$ cat config.mk
export PLATFORM = sky130hd
export DESIGN_NAME = clb_param
export DESIGN_NICKNAME = d
export VERILOG_FILES = /design/src/rtl/clb_param.sv
export SDC_FILE = /design/constraint.sdc
export NUM_CORES = 1
export LEC_CHECK = 0
export ABC_AREA = 1
export CORE_ASPECT_RATIO = 1.4
export CORE_MARGIN = 8
export CORE_UTILIZATION = 50
export CTS_CLUSTER_DIAMETER = 200
export CTS_CLUSTER_SIZE = 30
export DETAILED_ROUTE_END_ITERATION = 10
export DONT_BUFFER_PORTS = 1
export PLACE_DENSITY = 0.75
export SYNTH_ARGS = -nofsm -noshare
export SYNTH_HDL_FRONTEND = slang
export SYNTH_SLANG_ARGS = --single-unit
$ cat constraint.sdc
create_clock -name clk -period 1.6 [get_ports clk]
set_clock_uncertainty 0.05 [all_clocks]
set_input_delay 0.32 -clock clk [delete_from_list [all_inputs] [get_ports clk]]
set_output_delay 0.32 -clock clk [all_outputs]
set_load 0.02 [all_outputs]
$ cat src/rtl/clb_param.sv
// Parametrised configurable logic block: N slices of K-input LUTs.
// Serial shadow config, atomic commit, optional registered outputs.
module clb_param #(
  parameter int K      = 4,
  parameter int N      = 2,
  parameter int NUM_IN = 4
) (
  input  logic              clk,
  input  logic              rst_n,
  input  logic              shift_en,
  input  logic              shift_i,
  output logic              shift_o,
  input  logic              cfg_load,
  output logic              cfg_valid,
  output logic              cfg_err,
  input  logic [NUM_IN-1:0] din,
  input  logic              ce,
  output logic [N-1:0]      dout
);

  localparam int SEL_W   = $clog2(NUM_IN);
  localparam int TT_W    = 2 ** K;
  localparam int RS_OFF  = TT_W + K * SEL_W;
  localparam int IN_OFF  = RS_OFF + 1;
  localparam int CE_OFF  = RS_OFF + 2;
  localparam int SLICE_W = TT_W + K * SEL_W + 3;
  localparam int CFG_LEN = N * SLICE_W;
  localparam int CNT_W   = $clog2(CFG_LEN + 2);

  localparam logic [CNT_W-1:0] CNT_FULL = CNT_W'(CFG_LEN);
  localparam logic [CNT_W-1:0] CNT_SAT  = CNT_W'(CFG_LEN + 1);

  logic [CFG_LEN-1:0] shadow;
  logic [CFG_LEN-1:0] active;
  logic [CNT_W-1:0]   cnt;
  logic [N-1:0]       ff;
  logic [N-1:0]       lut;
  logic [N-1:0]       reg_sel;
  logic [N-1:0]       ce_en;
  logic [N-1:0]       ff_en;
  logic [N-1:0]       init_new;
  logic [N-1:0]       unused_init;
  logic               cfg_commit;

  // Route one general input; out-of-range selects read as 0.
  function automatic logic pick(
    input logic [SEL_W-1:0]  sel,
    input logic [NUM_IN-1:0] d
  );
    logic r;
    r = 1'b0;
    for (int i = 0; i < NUM_IN; i++) begin
      if (sel == SEL_W'(i)) r = d[i];
    end
    return r;
  endfunction

  assign shift_o    = shadow[0];
  assign cfg_commit = cfg_load && (cnt == CNT_FULL);

  for (genvar s = 0; s < N; s++) begin : g_slice
    logic [SLICE_W-1:0] fa;
    logic [TT_W-1:0]    truth;
    logic [K-1:0]       idx;

    assign fa    = active[s*SLICE_W +: SLICE_W];
    assign truth = fa[TT_W-1:0];

    for (genvar j = 0; j < K; j++) begin : g_in
      assign idx[j] = pick(fa[TT_W + j*SEL_W +: SEL_W], din);
    end

    assign lut[s]         = truth[idx];
    assign reg_sel[s]     = fa[RS_OFF];
    assign unused_init[s] = fa[IN_OFF];
    assign ce_en[s]       = fa[CE_OFF];
    assign init_new[s]    = shadow[s*SLICE_W + IN_OFF];
  end

  assign ff_en = ~ce_en | {N{ce}};

  assign dout = cfg_valid
              ? ((reg_sel & ff) | (~reg_sel & lut))
              : '0;

  // Serial shadow chain and saturating bit counter; load wins over shift.
  always_ff @(posedge clk or negedge rst_n) begin
    if (!rst_n) begin
      shadow <= '0;
      cnt    <= '0;
    end else if (cfg_load) begin
      cnt <= '0;
    end else if (shift_en) begin
      shadow <= {shift_i, shadow[CFG_LEN-1:1]};
      if (cnt != CNT_SAT) cnt <= cnt + 1'b1;
    end
  end

  // Commit shadow to active only on an exact-length bitstream.
  always_ff @(posedge clk or negedge rst_n) begin
    if (!rst_n) begin
      active    <= '0;
      cfg_valid <= 1'b0;
      cfg_err   <= 1'b0;
    end else if (cfg_load) begin
      if (cnt == CNT_FULL) begin
        active    <= shadow;
        cfg_valid <= 1'b1;
        cfg_err   <= 1'b0;
      end else begin
        cfg_err <= 1'b1;
      end
    end
  end

  // Slice flops: init on commit, else track LUT when enabled.
  always_ff @(posedge clk or negedge rst_n) begin
    if (!rst_n) begin
      ff <= '0;
    end else if (cfg_commit) begin
      ff <= init_new;
    end else if (cfg_valid && !cfg_load) begin
      ff <= (lut & ff_en) | (ff & ~ff_en);
    end
  end

endmodule

# Word-level counts from Yosys, hierarchy flattened
# Index checks and enable logic that the tools add are counted.
# word_totals
reg_bits	118
input_bits	10
elab_cells	106
output_inout_bits	5
# classes
muxes	43
order_cmp	2
bitwise_logic	11
reduce_logical	17
n_eq_ne	26
addsub	1
# op_table
op	n
two-way mux 1 bit	35
== test 2 bit (second input constant)	16
two-way mux 6 bit	3
== test 2 x 1 -> 1 bit (second input constant)	8
logical NOT 2 bit	8
< comparator 4 x 5 -> 1 bit (second input constant)	2
AND 2 bit	4
binary-select mux 1 bit (select 4 bit)	2
adder 6 x 1 -> 6 bit (second input constant)	1
== test 6 bit (second input constant)	1
two-way mux 2 bit	3
inequality test 6 bit (second input constant)	1
NOT 2 bit	3
OR 2 bit	3
AND reduction 2 bit	3
nonzero test 2 bit	3
logical AND 1 bit	2
logical NOT 1 bit	1
NOT 1 bit	1

# Longest topological paths before layout
# Gate-level depths: netlist of the first run.
# depth
depth_word	11
mapped_depth	11

# Least setup slack after synthesis of the first run
# OpenSTA, ideal clock, no wires.
# synth_timing
path_type	flip-flop to output port
startpoint	register active[16]
endpoint	output port dout[0]
stages_incl_launch_ff	12
t_arrival_ps	1247
n_path_buf	0
setup_slack_ps	-17
cell_sequence	dfrtp_1 inv_1 nand2_1 nand3_4 nand2_4 nand2_1 nand3_1 nand3_1 nand3_1 nand2_1 o21ai_1 inv_1
# synth_via
elab_chain_cells	10
elab_cells_between_ends	13
classes_between	eq/ne: 3; mux: 7; bitwise: 2; reduce/logical: 1
# synth_rtl
item	line_no	source
from (decl)	34	logic [CFG_LEN-1:0] active;
from (signal assigned)	107	active <= shadow;
logical NOT 2 bit	53	if (sel == SEL_W'(i)) r = d[i];
two-way mux 1 bit (3 in series)	53	
two-way mux 1 bit (*)	53	
binary-select mux 1 bit (select 4 bit) (*)	73	assign lut[s] = truth[idx];
two-way mux 1 bit (not written as such) (*)	73	
AND 2 bit (*)	83	? ((reg_sel & ff) | (~reg_sel & lut))
OR 2 bit (*)	83	
two-way mux 2 bit (*)	83	
to (decl)	18	output logic [N-1:0] dout
# Mark *: on every way between the ends. The rest lies on a longest branch, timed or not. The select of a mux whose other input is x is not followed.

# Worst setup path in the final report of the first run
# Ends and elaborated chain as after synthesis.

==> results of run 1 <==
[registers in the layout, indices dropped and copies added (netlist names), named ones only]
register	flops
shadow	54
cfg_valid	1
cnt	6
active	52
cfg_err	1
[layout make-up]
cell class                 count  share of cell area [%]
antenna                        1                  0.0389
clock buffer                  22                    7.06
clock inverter                10                    2.41
inverter                     115                    6.71
multi-input combinational    377                    31.6
sequential                   116                    45.1
tap                          138                    2.68
timing repair buffer          24                    4.43
[metal layers]
layer	share of wire (%)	wire length [um]	up-vias	track usage [%]
met5	0	0	-	0
met4	2.9	349	0	8.93
met3	4.3	520	27	4.68
met2	52	6250	114	29.2
met1	41	4890	2084	19.3
li1	-	-	2031	-
[cells by family after synthesis]
logic type / Yosys count / share of synthesized area, %
compound gates: 133 / 13.1
buf+inv: 137 / 10.1
flops: 116 / 55.6
simple gates: 238 / 20.8
fa+ha+maj: 2 / 0.479
[power by group through the flow]
stage | registers, mW | logic (mW) | clock network (mW)
detailed placement | 3.40 | 0.509 | 0
CTS | 3.36 | 0.545 | 3.97
finish | 3.36 | 0.589 | 3.94
global placement | 3.39 | 0.481 | 0
global route | 3.39 | 0.676 | 4.12
floorplan | 3.37 | 0.406 | 0
[stage by stage]
step / std cells / instance area (sq um)
after floorplan: 626 / 5230
after global placement: 750 / 5420
after detailed placement: 750 / 5420
after CTS: 789 / 6170
after global routing: 803 / 6440
final: 803 / 6440
[path summary, 6_finish.rpt]
path | depth (start not counted) | end | startpoint | slack, ns
max | 11 | dout[0] | active[16] | -0.69
min in group clk | 3 | cnt[2] | cfg_load | 0.10
max in group asynchronous | 0 | active[39] | rst_n | 1.74
min reg2reg | 2 | active[9] | active[9] | 0.43
min | 0 | active[2] | rst_n | -0.45
max reg2reg | 11 | flip-flop | active[43] | -0.03
[layout by cell type (no fill, tap or decap), types with 15 or more instances in the layout]
master,n
inv_1,106
nand3_2,17
nand2_1,135
o21ai_1,43
dfrtp_1,116
clkbuf_16,19
nor2_1,15
nand2_2,21
o21ai_0,76
nand3_1,26
[repair_timing]
action / CTS / global route
gates cloned: 4 / 2
endpoints found under the setup margin: 2 / 34
setup buffers: 1 / 11
gates resized for setup: 26 / 36
pin swaps: 20 / 18
endpoints found under the hold margin: 119 / 116
==> run_results.csv, run 1 <==
group,metric,value,unit
outcome,status,"finished, violations left",
outcome,violations,"negative hold slack, negative setup slack",
synth,synth_seq_cells,116,
cts,htree_levels,4,
placement,place_ws,-0.286,ns
timing,slew_viol_final,0,
die,die_area,0.0140,sq mm
power_and_ir_drop,p_total,7.89,mW
power_and_ir_drop,ir_drop,0.738,mV
critical_path,path_cells,"inv_2 -> nand2_4 -> nand3_4 -> nand2_4 -> nand2_1 -> nand3_2 -> nand3_2 -> nand3_2 -> nand2_2 -> o21ai_2 -> inv_2",
timing,worst_pin_slew,0.415,ns
synth,synth_edf_count,0,
power_and_ir_drop,pwr-share-seq,42.6,%
power_and_ir_drop,p_int,6.04,mW
flow_run,drv_cap,0,
synth,synth_common_cells,"159 x nand2_1, 116 x dfrtp_1, 113 x inv_1",
global_routing,grt_usage,17.3,%
detailed_routing,vias,4256,
critical_path,crit_type,"flip-flop to primary output",
synth,synth.most_common_cell,"nand2_1",
final_layout,fin_util,62.5,%
die,io_pins,15,
synth,syn-num-nets,638,
timing,hold_slack,-0.449,ns
synth,ys_types,22,
synth,yosysTopAreaCell,"dfrtp_1",
global_routing,grt_pass1_vias,4083,
global_routing,grt_pass1_wl,18800,um
detailed_routing,final_antenna_net_count,0,
placement,gp_congestion,0.838,
cts,cts.root.buffer_cell,"clkbuf_16",
final_layout,fillers,826,
power_and_ir_drop,power_leakage,2.98,nW
cts,tritoncts,"done",
cts,cts_buffer_depth,2,
critical_path,end_kind,"primary output",
cts,holdBufCountCts,2,
timing,hold_violations,116,
timing,period_needed,2.29,ns
synth,yosys_warnings,0,
timing,fin_crit_sh,143,%
detailed_routing,via_per_inst,5.30,
die,rows,44,
synth,synth_flop_cell,"dfrtp_1",
synth,synth_area_per_cell,8.35,sq um
detailed_routing,drc,0,
timing,setup-tns-final,-1.41,ns
global_routing,grt_max_degree,117,
cts,cts.reportedPaths.clkPinSlew,0.05,ns
detailed_routing,wirelength,12000,um
detailed_routing,wl_per_cell,15.0,um
timing,clock.fmax,437,MHz
power_and_ir_drop,power.switching,1.85,mW
critical_path,crit_arrival,1.92,ns
placement,io_buffers,0,
final_layout,regArea,0.00290,sq mm
final_layout,syn2layout_area_growth,23.2,%
die,core_area,0.0103,sq mm
power_and_ir_drop,combPwrFrac,7.5,%
cts,clkLatencyLatePin,0.41,ns
detailed_routing,first_pass_iters,5,
synth,synth_top_cell_area_share,55.6,%
synth,synthesis.area,0.00523,sq mm
synth,async_flop_share,100,%
synth,ys_seq_area_share,55.6,%
detailed_routing,drtIter0Drc,287,
synth,syn-instance-count,626,
critical_path,cp.required,1.23,ns
placement,place_hpwl,6520,um
global_routing,gr-total-overflow,0,
critical_path,crit_path_top_delay_cell,"dfrtp_1",
critical_path,critPathMaxFanout,8,
critical_path,crit_buf_inv,2,
cts,numCtsBuffers,17,
power_and_ir_drop,switching_share,23.4,%
final_layout,final_nets,663,
final_layout,multi_input_area,0.00203,sq mm
power_and_ir_drop,clock_power_share,50.0,%
die,initial_core_util,50.8,%
die,die_h,137,um
critical_path,cp-start-kind,"flip-flop",
timing,rsz0062_at_grt,"yes",
timing,worst_slack,-0.688,ns
worst_hold_path,holdCritPathClass,"input pin to async pin",
final_layout,drive_gt1_share,17.8,%
cts,cts_sinks,116,
timing,max_slew_margin,72.3,%
global_routing,grt_antenna_before_repair,1,
critical_path,cp_top_family,"simple AND/OR/NAND/NOR gates",
critical_path,cp_slowest_stage_delay,0.42,ns
die,die_w,102,um
synth,yosys-top-cells-area,"dfrtp_1 56%, nand2_1 11%, inv_1 8.1%",
critical_path,crit_path_frequent_cell,"nand3_2",
power_and_ir_drop,p_per_area,1230,mW/mm^2
timing,setup_viol,4,
No activity file was read; power rests on OpenSTA's default activity.
==> run 2: changes to the inputs <==
Settings changed: CORE_ASPECT_RATIO 1.4 to 0.5.
==> run 2 against run 1 <==
Core utilization increased by 5.6 points. Critical path depth unchanged. Largest cell class unchanged. Die area increased by 1.1%. Sequential share of layout area decreased by 3.2 points. Sequential power about the same. Maximum frequency decreased by 0.85%. Register-to-register slack got worse by 0.09 ns. Sequential cell count unchanged. Global-route usage decreased by 1.0 points. Clock power decreased by 5.8%. Critical endpoint unchanged. The run still ends with negative hold slack, negative setup slack left. Wire length increased by 10%. Via count increased by 4.7%.
==> run_results.csv, run 2 (same netlist as run 1, synthesis figures left out) <==
group,metric,value,unit
cts,cts.reportedPaths.clkPinSlew,0.06,ns
die,die_w,161,um
final_layout,final_nets,680,
outcome,violations,"negative hold slack, negative setup slack",
flow_run,drv_cap,0,
power_and_ir_drop,clock_power_share,48.1,%
worst_hold_path,holdCritPathClass,"input pin to async pin",
placement,place_ws,-0.234,ns
power_and_ir_drop,p_int,5.72,mW
critical_path,crit_arrival,1.94,ns
timing,fin_crit_sh,144,%
global_routing,gr-total-overflow,0,
critical_path,cp.required,1.23,ns
timing,slew_viol_final,0,
timing,hold_violations,116,
cts,clkLatencyLatePin,0.41,ns
critical_path,end_kind,"primary output",
final_layout,drive_gt1_share,28.3,%
timing,worst_slack,-0.707,ns
detailed_routing,first_pass_iters,6,
detailed_routing,final_antenna_net_count,0,
global_routing,grt_usage,16.2,%
final_layout,fin_util,68.1,%
detailed_routing,wl_per_cell,16.1,um
detailed_routing,via_per_inst,5.42,
final_layout,top_register,"shadow",
detailed_routing,vias,4456,
power_and_ir_drop,switching_share,25.9,%
timing,clock.fmax,433,MHz
cts,numCtsBuffers,17,
timing,max_slew_margin,76.4,%
cts,cts.root.buffer_cell,"clkbuf_16",
power_and_ir_drop,power_leakage,3.16,nW
cts,cts_buffer_depth,2,
final_layout,syn2layout_area_growth,32.7,%
cts,tritoncts,"done",
detailed_routing,drtIter0Drc,368,
power_and_ir_drop,power.switching,2.00,mW
final_layout,instances_no_fill,822,
final_layout,final_cell_mix,"113 x dfrtp_1, 105 x nand2_1, 104 x inv_1",
power_and_ir_drop,combPwrFrac,8.3,%
global_routing,grt_max_degree,117,
final_layout,reg_top3,"shadow (54), active (52), cnt (6)",
outcome,status,"finished, violations left",
die,core_area,0.0102,sq mm
global_routing,grt_pass1_wl,18500,um
final_layout,fillers,683,
global_routing,grt_pass1_vias,3990,
die,io_pins,15,
placement,io_buffers,0,
critical_path,critPathMaxFanout,8,
critical_path,crit_type,"flip-flop to primary output",
timing,worst_pin_slew,0.351,ns
power_and_ir_drop,pwr-share-seq,43.6,%
timing,setup_viol,40,
timing,period_needed,2.31,ns
placement,gp_congestion,0.881,
power_and_ir_drop,p_total,7.72,mW
die,die_h,88.3,um
final_layout,largest_register_ffs,54,
cts,htree_levels,4,
cts,cts_sinks,116,
die,rows,26,
global_routing,grt_antenna_before_repair,1,
timing,rsz0062_at_grt,"yes",
power_and_ir_drop,p_per_area,1110,mW/mm^2
final_layout,mostFrequentLayoutCell,"dfrtp_1",
detailed_routing,drc,0,
critical_path,cp-start-kind,"flip-flop",
placement,place_hpwl,6560,um
placement,dpl.cell_count,759,
die,initial_core_util,51.3,%
timing,hold_slack,-0.447,ns
power_and_ir_drop,ir_drop,0.690,mV
cts,holdBufCountCts,2,
die,die_area,0.0142,sq mm
detailed_routing,wirelength,13200,um
run 2: critical path, stage by stage (launching register included):
cell	delay, ns
dfrtp_2	0.46
inv_4	0.07
nand2_4	0.10
nand3_4	0.13
nand2_8	0.14
nand2_2	0.06
nand3_1	0.09
nand3_1	0.07
nand3b_1	0.11
nand2_2	0.09
o21ai_2	0.13
inv_2	0.08
run 2: metal layers:
metal | up-vias | GRT usage, % | routed length (um)
li1 | 2087 | - | -
met1 | 2170 | 19.8 | 5640
met2 | 168 | 26.8 | 6510
met3 | 31 | 5.34 | 808
met4 | 0 | 6.23 | 282
met5 | - | 0 | 0
run 2: power groups by stage:
stage	logic [mW]	registers (mW)	clock network, mW
3_5_place_dp	0.514	3.40	0
4_1_cts	0.545	3.36	3.73
2_1_floorplan	0.406	3.37	0
3_3_place_gp	0.492	3.39	0
6_report	0.641	3.37	3.71
5_1_grt	0.724	3.40	3.89
run 2: cell type report:
| cell class | count | area [sq um] | area share, % |
|---|---|---|---|
| Antenna cell | 1 | 2.50 | 0.0361 |
| Inverter | 115 | 438 | 6.32 |
| Clock inverter | 15 | 159 | 2.29 |
| Clock buffer | 17 | 425 | 6.14 |
| Timing Repair Buffer | 41 | 518 | 7.47 |
| Multi-Input combinational cell | 377 | 2310 | 33.3 |
| Sequential cell | 116 | 2910 | 41.9 |
| Tap cell | 140 | 175 | 2.53 |
run 2: path summary, 6_finish.rpt:
kind                            start         end  slack (ns)  cells past startpoint
max in group asynchronous       rst_n  active[16]        1.74                      0
setup reg to reg               cnt[1]   flip-flop       -0.12                      8
hold reg to reg             shadow[6]   shadow[5]        0.43                      2
min in group clk             cfg_load     cfg_err        0.01                      2
setup / recovery           active[16]     dout[0]       -0.71                     11
hold / removal                  rst_n  shadow[40]       -0.45                      0
run 2: stage by stage:
stage / area [sq um] / setup TNS (ns)
after global routing: 6930 / -6.32
after detailed placement: 5480 / -0.479
after CTS: 6190 / -1.30
after global placement: 5480 / -0.368
after floorplan: 5230 / -0.0336
final: 6930 / -3.18
run 2: repair_timing:
action                     in CTS  in global routing
setup endpoints to repair       7                 58
cloned                          4                 10
gates resized for setup        25                136
buffers inserted                2                 12
pin swaps                      10                 24
hold endpoints to repair      118                116
